--- src/rtl/quad_input_filter.sv ---
`default_nettype none
// ============================================================================
// Module   : quad_input_filter
// Brief    : Quadrature pin conditioner: synchronizer, stability filter,
//            Gray-code step checker and read-only statistics registers.
// Revision : 1.0 - initial release
// ============================================================================
module quad_input_filter #(
    parameter int FILTER_LEN  = 4,
    parameter int SYNC_STAGES = 2
) (
    input  logic        clk,
    input  logic        rst,
    input  logic        A_raw,
    input  logic        B_raw,
    output logic        A,
    output logic        B,
    output logic        step_err,
    input  logic        clr_stats,
    input  logic [15:0] addr,
    input  logic        cs,
    input  logic        rd,
    output logic [7:0]  data_out
);

    localparam logic [7:0] c_cnt_max    = 8'(FILTER_LEN - 1);
    localparam logic [7:0] c_filter_len = 8'(FILTER_LEN);

    // Channel index 1 is A, index 0 is B.
    logic [1:0] w_raw;
    logic [1:0] w_sync;
    logic [1:0] w_filt;
    logic [1:0] w_accept;
    logic [1:0] w_glitch;

    assign w_raw = {A_raw, B_raw};

    for (genvar i = 0; i < 2; i++) begin : g_chan
        logic [SYNC_STAGES-1:0] r_sync;
        logic [7:0]             r_cnt;
        logic                   r_filt;

        always_ff @(posedge clk) begin
            if (rst) begin
                r_sync <= '0;
                r_cnt  <= '0;
                r_filt <= 1'b0;
            end else begin
                r_sync <= {r_sync[SYNC_STAGES-2:0], w_raw[i]};
                if (r_sync[SYNC_STAGES-1] == r_filt) begin
                    r_cnt <= '0;
                end else if (r_cnt == c_cnt_max) begin
                    r_filt <= r_sync[SYNC_STAGES-1];
                    r_cnt  <= '0;
                end else begin
                    r_cnt <= r_cnt + 8'd1;
                end
            end
        end

        assign w_sync[i]   = r_sync[SYNC_STAGES-1];
        assign w_filt[i]   = r_filt;
        assign w_accept[i] = (r_sync[SYNC_STAGES-1] != r_filt) && (r_cnt == c_cnt_max);
        // A non-zero count that collapses back means the pulse was too short.
        assign w_glitch[i] = (r_sync[SYNC_STAGES-1] == r_filt) && (r_cnt != 8'd0);
    end

    assign A = w_filt[1];
    assign B = w_filt[0];

    // State encoding equals the filtered {A,B} pair.
    typedef enum logic [1:0] {
        S00 = 2'b00,
        S01 = 2'b01,
        S11 = 2'b11,
        S10 = 2'b10
    } state_t;

    state_t r_state;
    state_t w_state_next;
    state_t w_target;
    logic   r_dir;
    logic   w_dir_next;
    logic   r_step_err;
    logic   w_step_err_next;

    function automatic state_t f_forward(input state_t s);
        case (s)
            S00:     f_forward = S10;
            S10:     f_forward = S11;
            S11:     f_forward = S01;
            default: f_forward = S00;
        endcase
    endfunction

    assign w_target = state_t'({w_accept[1] ? w_sync[1] : w_filt[1],
                                w_accept[0] ? w_sync[0] : w_filt[0]});

    always_ff @(posedge clk) begin
        if (rst) begin
            r_state    <= S00;
            r_dir      <= 1'b0;
            r_step_err <= 1'b0;
        end else begin
            r_state    <= w_state_next;
            r_dir      <= w_dir_next;
            r_step_err <= w_step_err_next;
        end
    end

    always_comb begin
        w_state_next    = r_state;
        w_dir_next      = r_dir;
        w_step_err_next = 1'b0;
        case (w_accept)
            2'b11: begin
                w_state_next    = w_target;
                w_step_err_next = 1'b1;
            end
            2'b01, 2'b10: begin
                w_state_next = w_target;
                w_dir_next   = (w_target == f_forward(r_state));
            end
            default: ;
        endcase
    end

    assign step_err = r_step_err;

    logic [7:0] r_glitch_cnt;
    logic [7:0] r_err_cnt;
    logic [8:0] w_glitch_sum;

    assign w_glitch_sum = {1'b0, r_glitch_cnt} + {8'd0, w_glitch[1]} + {8'd0, w_glitch[0]};

    always_ff @(posedge clk) begin
        if (rst || clr_stats) begin
            r_glitch_cnt <= '0;
            r_err_cnt    <= '0;
        end else begin
            r_glitch_cnt <= w_glitch_sum[8] ? 8'hFF : w_glitch_sum[7:0];
            if (w_step_err_next && (r_err_cnt != 8'hFF)) begin
                r_err_cnt <= r_err_cnt + 8'd1;
            end
        end
    end

    always_comb begin
        data_out = 8'h00;
        if (cs && rd) begin
            case (addr)
                16'h0000: data_out = {5'b0, r_dir, w_filt[0], w_filt[1]};
                16'h0001: data_out = r_glitch_cnt;
                16'h0002: data_out = r_err_cnt;
                16'h0003: data_out = c_filter_len;
                default:  data_out = 8'h00;
            endcase
        end
    end

endmodule
`default_nettype wire

--- config.mk ---
export PLATFORM = sky130hd
export DESIGN_NAME = quad_input_filter
export DESIGN_NICKNAME = d
export VERILOG_FILES = /design/src/rtl/quad_input_filter.sv
export SDC_FILE = /design/constraint.sdc
export NUM_CORES = 1
export LEC_CHECK = 0
export BUFFER_PORTS_ARGS = -buffer_cell sky130_fd_sc_hd__buf_2
export CAP_MARGIN = 40
export CORE_ASPECT_RATIO = 0.5
export CORE_UTILIZATION = 52
export CTS_BUF_LIST = sky130_fd_sc_hd__clkbuf_2 sky130_fd_sc_hd__clkbuf_4 sky130_fd_sc_hd__clkbuf_8
export DETAILED_ROUTE_END_ITERATION = 7
export GPL_TIMING_DRIVEN = 0
export PLACE_DENSITY = 0.77
export RECOVER_POWER = 100
export SLEW_MARGIN = 20
export SYNTH_ARGS = -nofsm -noshare
export SYNTH_HDL_FRONTEND = slang
export SYNTH_SLANG_ARGS = --single-unit
--- constraint.sdc ---
create_clock -name clk -period 3.8 [get_ports clk]
set_input_delay 0.76 -clock clk [delete_from_list [all_inputs] [get_ports clk]]
set_output_delay 0.76 -clock clk [all_outputs]
set_load 0.01 [all_outputs]
[Yosys cells after proc, flatten, opt, wreduce, memory -nomap -nowiden]
Index checks and enable logic that the tools add are counted.
Cells by class
  add/subtract/negate cells: 5
  equal/unequal tests: 16
  muxes and demuxes: 8
  bitwise gates (word level): 2
  reduce and logical (&&, ||, !) cells: 17
Operators by type and width (count)
  equality test 16 x 2 -> 1 bit (second input constant): 2
  case mux 8 bit (4 select lines): 1
  adder 8 x 1 -> 8 bit (second input constant): 3
  equality test 16 x 1 -> 1 bit (second input constant): 1
  equality test 8 x 2 -> 1 bit (second input constant): 2
  logical NOT 16 bit: 1
  two-way mux 8 bit: 2
  nonzero test 8 bit: 2
  adder 8 x 1 -> 9 bit: 1
  adder 9 x 1 -> 9 bit: 1
  OR reduction 3 bit: 3
  equality test 2 bit (second input constant): 4
  != test 8 bit (second input constant): 1
  logical AND 1 bit: 6
  case mux 2 bit (3 select lines): 1
  AND reduction 2 bit: 2
  two-way mux 1 bit: 3
  equality test 1 bit: 2
  equality test 2 x 1 -> 1 bit (second input constant): 1
  equality test 2 bit: 1
  logical NOT 2 bit: 1
  two-way mux 2 bit: 1
  != test 1 bit: 2
  inverter 1 bit: 2
  other kinds (2): 2
Storage, ports and cells
  register bits: 42
  input bits: 23
  output and inout bits: 11
  logic and storage cells: 59

[Depth between registers and ports, before layout]
Gate-level depths: netlist of run 1.
  depth in word-level cells: 6
  depth in mapped cells: 12
  depth with buffers taken out: 12

[Worst setup path before layout of run 1]
Ideal clock, no wire load.
  kind: in2out
  start point: in addr[5]
  end point: out data_out[2]
  arrival time: 1956 ps
  required time: 3040 ps
  path slack: 1084 ps
  stages on the path: 4
  path buffers: 0
  path through: or4_4 nor4_4 nand4_4 a211oi_2
On the way
  word-level cells in the longest chain between the ends: 3
  elaborated cells between the ends (all ways): 6
  those cells by class: 3 x eq/ne; 2 x mux; 1 x reduce/logical
RTL lines
  start, declared: RTL line 20  | input logic [15:0] addr,
  equality test 16 x 2 -> 1 bit (tied with other cells): RTL line 151  | case (addr)
  case mux 8 bit (4 select lines) (*): RTL line 151
  two-way mux 8 bit (*): RTL line 150  | if (cs && rd) begin
  end, declared: RTL line 23  | output logic [7:0] data_out
Mark *: on every way between the ends. The rest lies on a longest branch, timed or not.

[Final worst setup path of run 1]
Same ends and word-level chain as after synthesis.

==> results of run 1 <==
[Yosys cell counts, drive strengths merged]
cell,n
inv,12
nand3,10
dfxtp,42
fa,1
nand2,14
or4,1
nor2b,9
nand2b,2
nor2,46
or3,3
mux2i,7
nand4,3
a22oi,5
a211oi,2
a21oi,10
nor3,5
xor2,7
o21a,2
a2111oi,1
nor4,4
or2,1
and3,8
xnor2,17
ha,8
o21ai,4
or2b,1
nand3b,1
clkbuf,7
[worst max-delay path by stage]
stage	depth (start not counted)	to	slack (ns)
4_1_cts	6	data_out[2]	0.80
3_3_place_gp	6	data_out[2]	0.83
2_1_floorplan	4	data_out[2]	1.08
5_1_grt	6	data_out[2]	0.57
6_report	6	data_out[2]	0.63
3_5_place_dp	6	data_out[2]	0.81
[registers in the layout, summed over array words and instances (netlist names)]
register	flops
g_chan.r_cnt	16
r_err_cnt	8
r_glitch_cnt	8
g_chan.r_sync	4
r_state	2
A	1
B	1
r_dir	1
step_err	1
[through the flow]
stage / cells / util (%)
floorplan: 233 / -
global placement: 316 / 63.1
detailed placement: 316 / 63.1
CTS: 323 / 65.5
global route: 323 / 63.8
finish: 323 / 63.8
[kinds of logic (layout without fill, tap and decap cells)]
family	after synthesis	after routing
flip-flops	42	42
buffers and inverters	19	58
XOR/XNOR	24	24
AND/OR/NAND/NOR	108	108
adder cells (fa/ha/maj)	9	9
multiplexers	7	7
AO/OA/AOI/OAI	24	24
[worst max-delay path, stage by stage]
cell      delay [ns]
buf_2           0.10
or4_4           0.54
nor4_4          0.22
nand4_1         0.31
a211oi_1        0.30
buf_2           0.18
[cell type report]
class | instances | area share [%]
Inverter | 12 | 1.96
Timing Repair Buffer | 32 | 6.42
Sequential cell | 42 | 36.6
Buffer | 7 | 1.14
Tap cell | 51 | 2.77
Multi-Input combinational cell | 172 | 47.5
Clock buffer | 7 | 3.65
[power breakdown]
| group | switching (mW) | internal (mW) |
|---|---|---|
| logic | 0.0187 | 0.0149 |
| registers | 0.00188 | 0.443 |
| clock network | 0.139 | 0.141 |
[metal layers]
layer	part of all wire (%)	track usage, %
met4	0.25	3.17
met5	0	0
met3	4.6	6.93
met2	50	40.6
met1	45	22.2
==> run summary, run 1 <==
Status: completed
Final setup viols: 0
Starting Density: 56.9%
Yosys cell types: 36
Setup slack, reg-to-reg: 1.20 ns
Most frequent cells in the layout: nor2_1 (46), dfxtp_1 (42), buf_2 (22)
Arr. time, crit path: 2.41 ns
Simple-gate share of the synthesized area: 27.3%
Seq. cell area: 841 sq um
Crit end category: output pin
DRC: 0
Finished Cell Area: 0.00230 sq mm
Multi-input gate area: 0.00109 sq mm
Cells after Synth: 233
Worst-margin pin slew: 0.954 ns
Post-synthesis sequential area ratio: 41.0%
Area share of the largest cell type after synthesis: 41.0%
PostCTS Resize Cnt: 0
Worst skew pair latency: 0.28 ns
GP Congestion: 0.824
Global route overflow: 0
Root buffer cell: clkbuf_8
CTS max path bufs: 2
WP data required: 3.04 ns
# fillers: 319
DR vias: 1687
Largest net degree at the start of global routing: 12
Compound-Gate Fraction of Synth Area: 7.87%
Worst Hold Class: reg2reg
Setup WS pre-CTS: 0.805 ns
Max-cap violations: 0
Hold Path Cell Cnt: 1
Mux cell area share after synthesis: 4.21%
DIE WIDTH: 90.8 microns
Post-Route WL: 4020 microns
Clock skew: 0.00541 ns
Tmin final: 3.17 ns
Post-CTS Setup Inserts: 0
Commonest non-fill, non-tap cell in the layout: nor2_1
Worst-path clk slew: 0.07 ns
Placement Rows: 15
Crit path max fanout: 8
Full die area: 0.00421 sq mm
Crit path launch: addr[5]
RSZ-0062 raised after global routing: false
LEAKAGE: 0.845 nW
Slew Limit Headroom: 35.7%
Antenna cells: 0
Fin worst setup slack: 0.626 ns
First DRT Iteration DRCs: 51
Core Area: 0.00360 sq mm
Post-synthesis xor/xnor area fraction: 10.3%
Routed Antenna Nets: 0
Final net count: 304
Vias in the first global route: 1538
Final hold vios: 0
Hold path start: g_chan[1].r_sync[0]
Drt first pass iters: 4
F_max: 315 MHz
Power density cells: 330 mW/mm^2
Final Slew Violations: 0
Final period utilization: 83.5%
Avg WL per Cell: 12.4 microns
Hold path endpoint: g_chan[1].r_sync[1]
Initial antenna violation count: 0
Detailed Place HPWL: 3040 microns
Placed Area: 0.00227 sq mm
WHS: 0.438 ns
Critical Setup Path Class: in2out
Setup tns final: 0 ns
Layout cells sized above 1: 12.5%
Port bufs: 32
Largest family of logic cells by synthesized area: simple AND/OR/NAND/NOR gates
Hold buffer count at CTS: 0
RR Startpoint: g_chan[0].r_cnt[2]
Mean Syn Cell Area: 8.80 sq um
Global Route Usage Sum: 20.3%
First-pass GRT wire length: 6600 microns
Post-synthesis register bit count: 42
CP Launch Type: input pin
Vias per cell: 5.22
Dominant cell type by area after synthesis: dfxtp_1
Synth Area in Adders: 5.86%
Reg-to-Reg End: r_err_cnt[5]
CTS tree: yes
Die height: 46.4 microns
VDD IR max: 0.233 mV
Post-Syn Area: 0.00205 sq mm
Total power: 758 uW
Area grow syn2layout: 12.1%
Total nets after synthesis: 265
Path depth of the worst reg2reg path: 9
# IOs: 34
Synth warn: 0
Largest cells by area after synthesis: dfxtp_1 (41%), nor2_1 (8.4%), xnor2_1 (7.3%)
CTS H-tree depth: 2
CTS Buf Count: 5
Sink Count: 42
Note: power is estimated with default switching activity, not from simulation.
==> run 2: changes to the inputs <==
clock period = 3.12 ns   (was 3.8 ns; I/O delays follow)
==> run summary, run 2 (synthesized netlist as in run 1, its figures left out) <==
Crit-path most repeated cell: buf_2
Die height: 46.4 microns
Path depth of the worst reg2reg path: 9
Top reg by flops: g_chan.r_cnt
CTS max path bufs: 2
Final net count: 304
Initial antenna violation count: 0
P_int: 729 uW
Clock skew: 0.00472 ns
Post-Route WL: 4020 microns
NetSw: 193 uW
GP Congestion: 0.824
DRC: 0
Fin worst setup slack: 0.258 ns
CTS H-tree depth: 2
Setup tns final: 0 ns
Final hold vios: 0
Routed Antenna Nets: 0
Setup slack, reg-to-reg: 0.52 ns
VDD IR max: 0.283 mV
Slew Limit Headroom: 36.2%
Final setup viols: 0
Root buffer cell: clkbuf_8
Tmin final: 2.86 ns
Critical Setup Path Class: in2out
CP max stage cell: or4_4
Hold buffer count at CTS: 0
Max reg flops: 16
Sink Count: 42
Global route overflow: 0
Setup WS pre-CTS: 0.397 ns
Port bufs: 32
RR Startpoint: g_chan[0].r_cnt[2]
Core Area: 0.00360 sq mm
Clock group share of total power: 36.8%
Commonest non-fill, non-tap cell in the layout: nor2_1
Avg WL per Cell: 12.4 microns
Final period utilization: 91.7%
Drt first pass iters: 4
RSZ-0062 raised after global routing: false
Hold path start: g_chan[1].r_sync[0]
Most frequent cells in the layout: nor2_1 (46), dfxtp_1 (42), buf_2 (22)
WHS: 0.438 ns
Biggest regs: g_chan.r_cnt (16), r_err_cnt (8), r_glitch_cnt (8)
# IOs: 34
First-pass GRT wire length: 6600 microns
CP Launch Type: input pin
CTS tree: yes
Critical Path Stages: 6
Full die area: 0.00421 sq mm
First DRT Iteration DRCs: 51
DR vias: 1689
Comb power frac: 4.5%
Arr. time, crit path: 2.24 ns
Max-cap violations: 0
Detailed Place HPWL: 3040 microns
Worst skew pair latency: 0.28 ns
Worst-path clk slew: 0.07 ns
Worst Path Buf+Inv: 2
Vias in the first global route: 1538
Layout cells sized above 1: 12.9%
Largest net degree at the start of global routing: 12
DIE WIDTH: 90.8 microns
Crit path max fanout: 8
Global Route Usage Sum: 20.3%
Placement Rows: 15
Starting Density: 56.9%
Area grow syn2layout: 12.4%
F_max: 349 MHz
PostCTS Resize Cnt: 0
Power density cells: 400 mW/mm^2
Crit path launch: addr[5]
Status: completed
Crit-path leading delay family: simple AND/OR/NAND/NOR gates
Post-CTS Setup Inserts: 0
WP data required: 2.50 ns
Worst Hold Class: reg2reg
CTS Buf Count: 5
Hold Path Cell Cnt: 1
Net switching fraction of the power: 20.9%
Sequential power share: 58.7%
Antenna cells: 0
LEAKAGE: 0.846 nW
Worst-margin pin slew: 0.947 ns
Vias per cell: 5.23
Crit end category: output pin
Critical path, cell by cell: buf_2, or4_4, nor4_4, nand4_1, a211oi_2, buf_2
Worst path max stage delay: 0.54 ns
Final Slew Violations: 0
[run 2: cell type report]
cell class                      instances  area (sq um)
Inverter                               12          45.0
Tap cell                               51          63.8
Timing Repair Buffer                   32           148
Clock buffer                            7          83.8
Multi-Input combinational cell        172          1100
Buffer                                  7          26.3
Fill cell                             318          1300
Sequential cell                        42           841
[run 2: power groups by stage]
| stage | clock (mW) | combinational, mW | sequential (mW) |
|---|---|---|---|
| 6_report | 0.339 | 0.0411 | 0.541 |
| 5_1_grt | 0.373 | 0.0456 | 0.542 |
| 4_1_cts | 0.351 | 0.0428 | 0.541 |
| 3_5_place_dp | 0 | 0.0425 | 0.554 |
| 3_3_place_gp | 0 | 0.0404 | 0.554 |
| 2_1_floorplan | 0 | 0.0218 | 0.554 |
[run 2: path summary, 6_finish.rpt]
path | to
worst max-delay path | data_out[2]
worst min register to register | g_chan[1].r_sync[1]
worst max register to register | r_err_cnt[5]
worst min-delay path | g_chan[1].r_sync[1]
[run 2: worst register-to-register path, stage by stage (launching register included)]
cell and delay [ns]:
dfxtp_1 0.34, nor4_1 0.38, and3_1 0.32, or2b_1 0.28, inv_1 0.06, ha_1 0.18, o21ai_0 0.34, nor3_1 0.37
xnor2_1 0.15, nor2_1 0.05
[run 2: per-stage QoR]
| stage | area, sq um | utilization [%] | cells | total power, mW |
|---|---|---|---|---|
| after floorplan | 2050 | - | 233 | 0.575 |
| after global placement | 2270 | 63.1 | 316 | 0.594 |
| after detailed placement | 2270 | 63.1 | 316 | 0.597 |
| after CTS | 2360 | 65.5 | 323 | 0.935 |
| after global routing | 2300 | 64.0 | 323 | 0.960 |
| final | 2300 | 64.0 | 323 | 0.922 |
[run 2: layer usage]
layer  track usage [%]  routed length (microns)  vias up
li1                  -                        -      852
met1              22.2                     1800      792
met2              40.6                     1990       43
met3              6.93                      213        2
met4              3.17                       10        0
met5                 0                        0        -
==> run 3: changes to the inputs <==
ABC_AREA = 1   (was unset)
PLACE_DENSITY = 0.76   (was 0.77)
REMOVE_ABC_BUFFERS = 1   (was unset)
==> run summary, run 3 <==
Status: completed
Most used routing layer: met2
Power density cells: 400 mW/mm^2
Starting Density: 56.5%
Largest cells by area after synthesis: dfxtp_1 (37%), inv_1 (8.8%), nor2_1 (8.3%)
WHS: 0.408 ns
Avg WL per Cell: 11.3 microns
Worst Hold Class: reg2reg
Post-synth EDFFs: 0
NetSw: 235 uW
Synth warn: 0
Global Route Usage Sum: 23.0%
P_int: 805 uW
Port bufs: 33
First DRT Iteration DRCs: 50
CTS tree: yes
DIE WIDTH: 96.0 microns
Vias per cell: 5.02
CTS Buf Count: 5
CTS max path bufs: 2
Finished Cell Area: 0.00260 sq mm
Commonest cells in the synthesized netlist: inv_1 (54), nor2_1 (51), nand2_1 (43), dfxtp_1 (42), nand3_1 (32)
Layout cells sized above 1: 13.2%
Top reg by flops: g_chan.r_cnt
Slew Limit Headroom: 61.1%
Worst-margin pin slew: 0.584 ns
First-pass GRT wire length: 8250 microns
Sequential power share: 52.1%
WP data required: 2.50 ns
VDD IR max: 0.179 mV
Global route overflow: 0
Die height: 49 microns
Tmin final: 2.82 ns
Net switching fraction of the power: 22.6%
Critical Setup Path Class: in2out
Sink Count: 42
Synth Flop Type: dfxtp_1
Cells after Synth: 324
Final Slew Violations: 0
Routed Antenna Nets: 0
Placed Area: 0.00251 sq mm
F_max: 355 MHz
CP Launch Type: input pin
Ys async rst share: 0%
Post-Syn Area: 0.00230 sq mm
Yosys cell types: 39
CTS H-tree depth: 2
Max-cap violations: 0
Post-CTS Setup Inserts: 0
Antenna cells: 0
Util after Layout: 64.0%
Arr. time, crit path: 2.19 ns
Setup WS pre-CTS: 0.356 ns
Area grow syn2layout: 13.3%
Most frequent cells in the layout: inv_1 (56), nor2_1 (51), nand2_1 (44)
Most common cell in the netlist: inv_1
Vias in the first global route: 1953
GR met3 Demand/Resource: 6.07%
Final period utilization: 90.3%
Full die area: 0.00470 sq mm
GR Layer Usage met1: 27.8%
Area share of the largest cell type after synthesis: 36.6%
DRC: 0
Placement Rows: 16
Crit end category: output pin
DR vias: 2092
Setup tns final: 0 ns
Root buffer cell: clkbuf_8
Post-synthesis sequential area ratio: 36.6%
Fin worst setup slack: 0.302 ns
Initial antenna violation count: 0
Max reg flops: 16
# fillers: 397
Mean Syn Cell Area: 7.09 sq um
Post-Route WL: 4710 microns
PostCTS Resize Cnt: 0
Global routing usage on met2: 39.2%
Biggest regs: g_chan.r_cnt (16), r_err_cnt (8), r_glitch_cnt (8)
Crit path max fanout: 12
RSZ-0062 raised after global routing: false
Worst-path clk slew: 0.09 ns
Drt first pass iters: 4
# IOs: 34
Multi-input gate area: 0.00120 sq mm
Detailed Place HPWL: 3550 microns
Clock skew: 0.00528 ns
Final net count: 394
Clock group share of total power: 43.5%
Commonest non-fill, non-tap cell in the layout: inv_1
Worst skew pair latency: 0.31 ns
LEAKAGE: 1.09 nW
Final setup viols: 0
Hold buffer count at CTS: 0
Dominant cell type by area after synthesis: dfxtp_1
Post-synthesis register bit count: 42
Seq. cell area: 841 sq um
Core Area: 0.00406 sq mm
Largest net degree at the start of global routing: 14
Final hold vios: 0
Comb power frac: 4.4%
GP Congestion: 0.833
-- run 3: cell count changes in the layout (fill, tap and decap cells not counted), sizes merged, moves of 9 or more --
cell   change
xnor2     -15
nor2      +11
nand2     +32
inv       +46
nor2b      -9
o21ai      +9
nand3     +24
a21oi     +11
-- run 3: cell type report --
| cell class | count | area share, % |
|---|---|---|
| multi-input combinational | 220 | 46.2 |
| clock buffer | 6 | 2.93 |
| timing repair buffer | 33 | 5.87 |
| clock inverter | 2 | 1.44 |
| tap | 54 | 2.60 |
| inverter | 60 | 8.70 |
| sequential | 42 | 32.3 |
-- run 3: path summary, 6_finish.rpt --
check                           start                   to  slack [ns]  cells past startpoint
hold reg to reg   g_chan[1].r_sync[0]  g_chan[1].r_sync[1]        0.41                      2
setup reg to reg   g_chan[1].r_cnt[0]      r_glitch_cnt[0]        0.46                     13
hold / removal    g_chan[1].r_sync[0]  g_chan[1].r_sync[1]        0.41                      2
setup / recovery             addr[15]          data_out[2]        0.30                      8
-- run 3: through the flow --
step | std cells | total power [mW]
after floorplan | 322 | 0.578
after global placement | 409 | 0.599
after detailed placement | 409 | 0.601
after CTS | 417 | 1.04
after global routing | 417 | 1.08
final | 417 | 1.04
-- run 3: logic make-up (layout without fill, tap and decap cells) --
group	Yosys count	in the layout	synth area share, %
flip-flops	42	42	36.6
AO/OA/AOI/OAI	41	41	9.75
XOR/XNOR	10	10	3.81
AND/OR/NAND/NOR	160	160	34.0
adder cells (fa/ha/maj)	9	9	5.23
buffers and inverters	62	101	10.6
-- run 3: worst max-delay path, stage by stage --
cell	delay, ns
buf_2	0.10
nor2_2	0.11
nand2_2	0.08
nor3_4	0.49
nand4_2	0.33
nand2b_1	0.26
inv_1	0.06
clkbuf_1	0.14
-- run 3: routing by layer --
metal | share of wire, % | routed length [microns] | up-vias
met1 | 47 | 2220 | 953
met5 | 0 | 0 | -
met4 | 1.8 | 87 | 0
li1 | - | - | 1107
met3 | 3.3 | 154 | 12
met2 | 48 | 2250 | 20
-- run 3: power by group through the flow --
| stage | combinational, mW | clock, mW | sequential, mW |
|---|---|---|---|
| after floorplan | 0.0241 | 0 | 0.554 |
| after global placement | 0.0449 | 0 | 0.554 |
| after detailed placement | 0.0464 | 0 | 0.554 |
| after CTS | 0.0465 | 0.456 | 0.542 |
| after global routing | 0.0517 | 0.483 | 0.542 |
| final | 0.0459 | 0.452 | 0.542 |
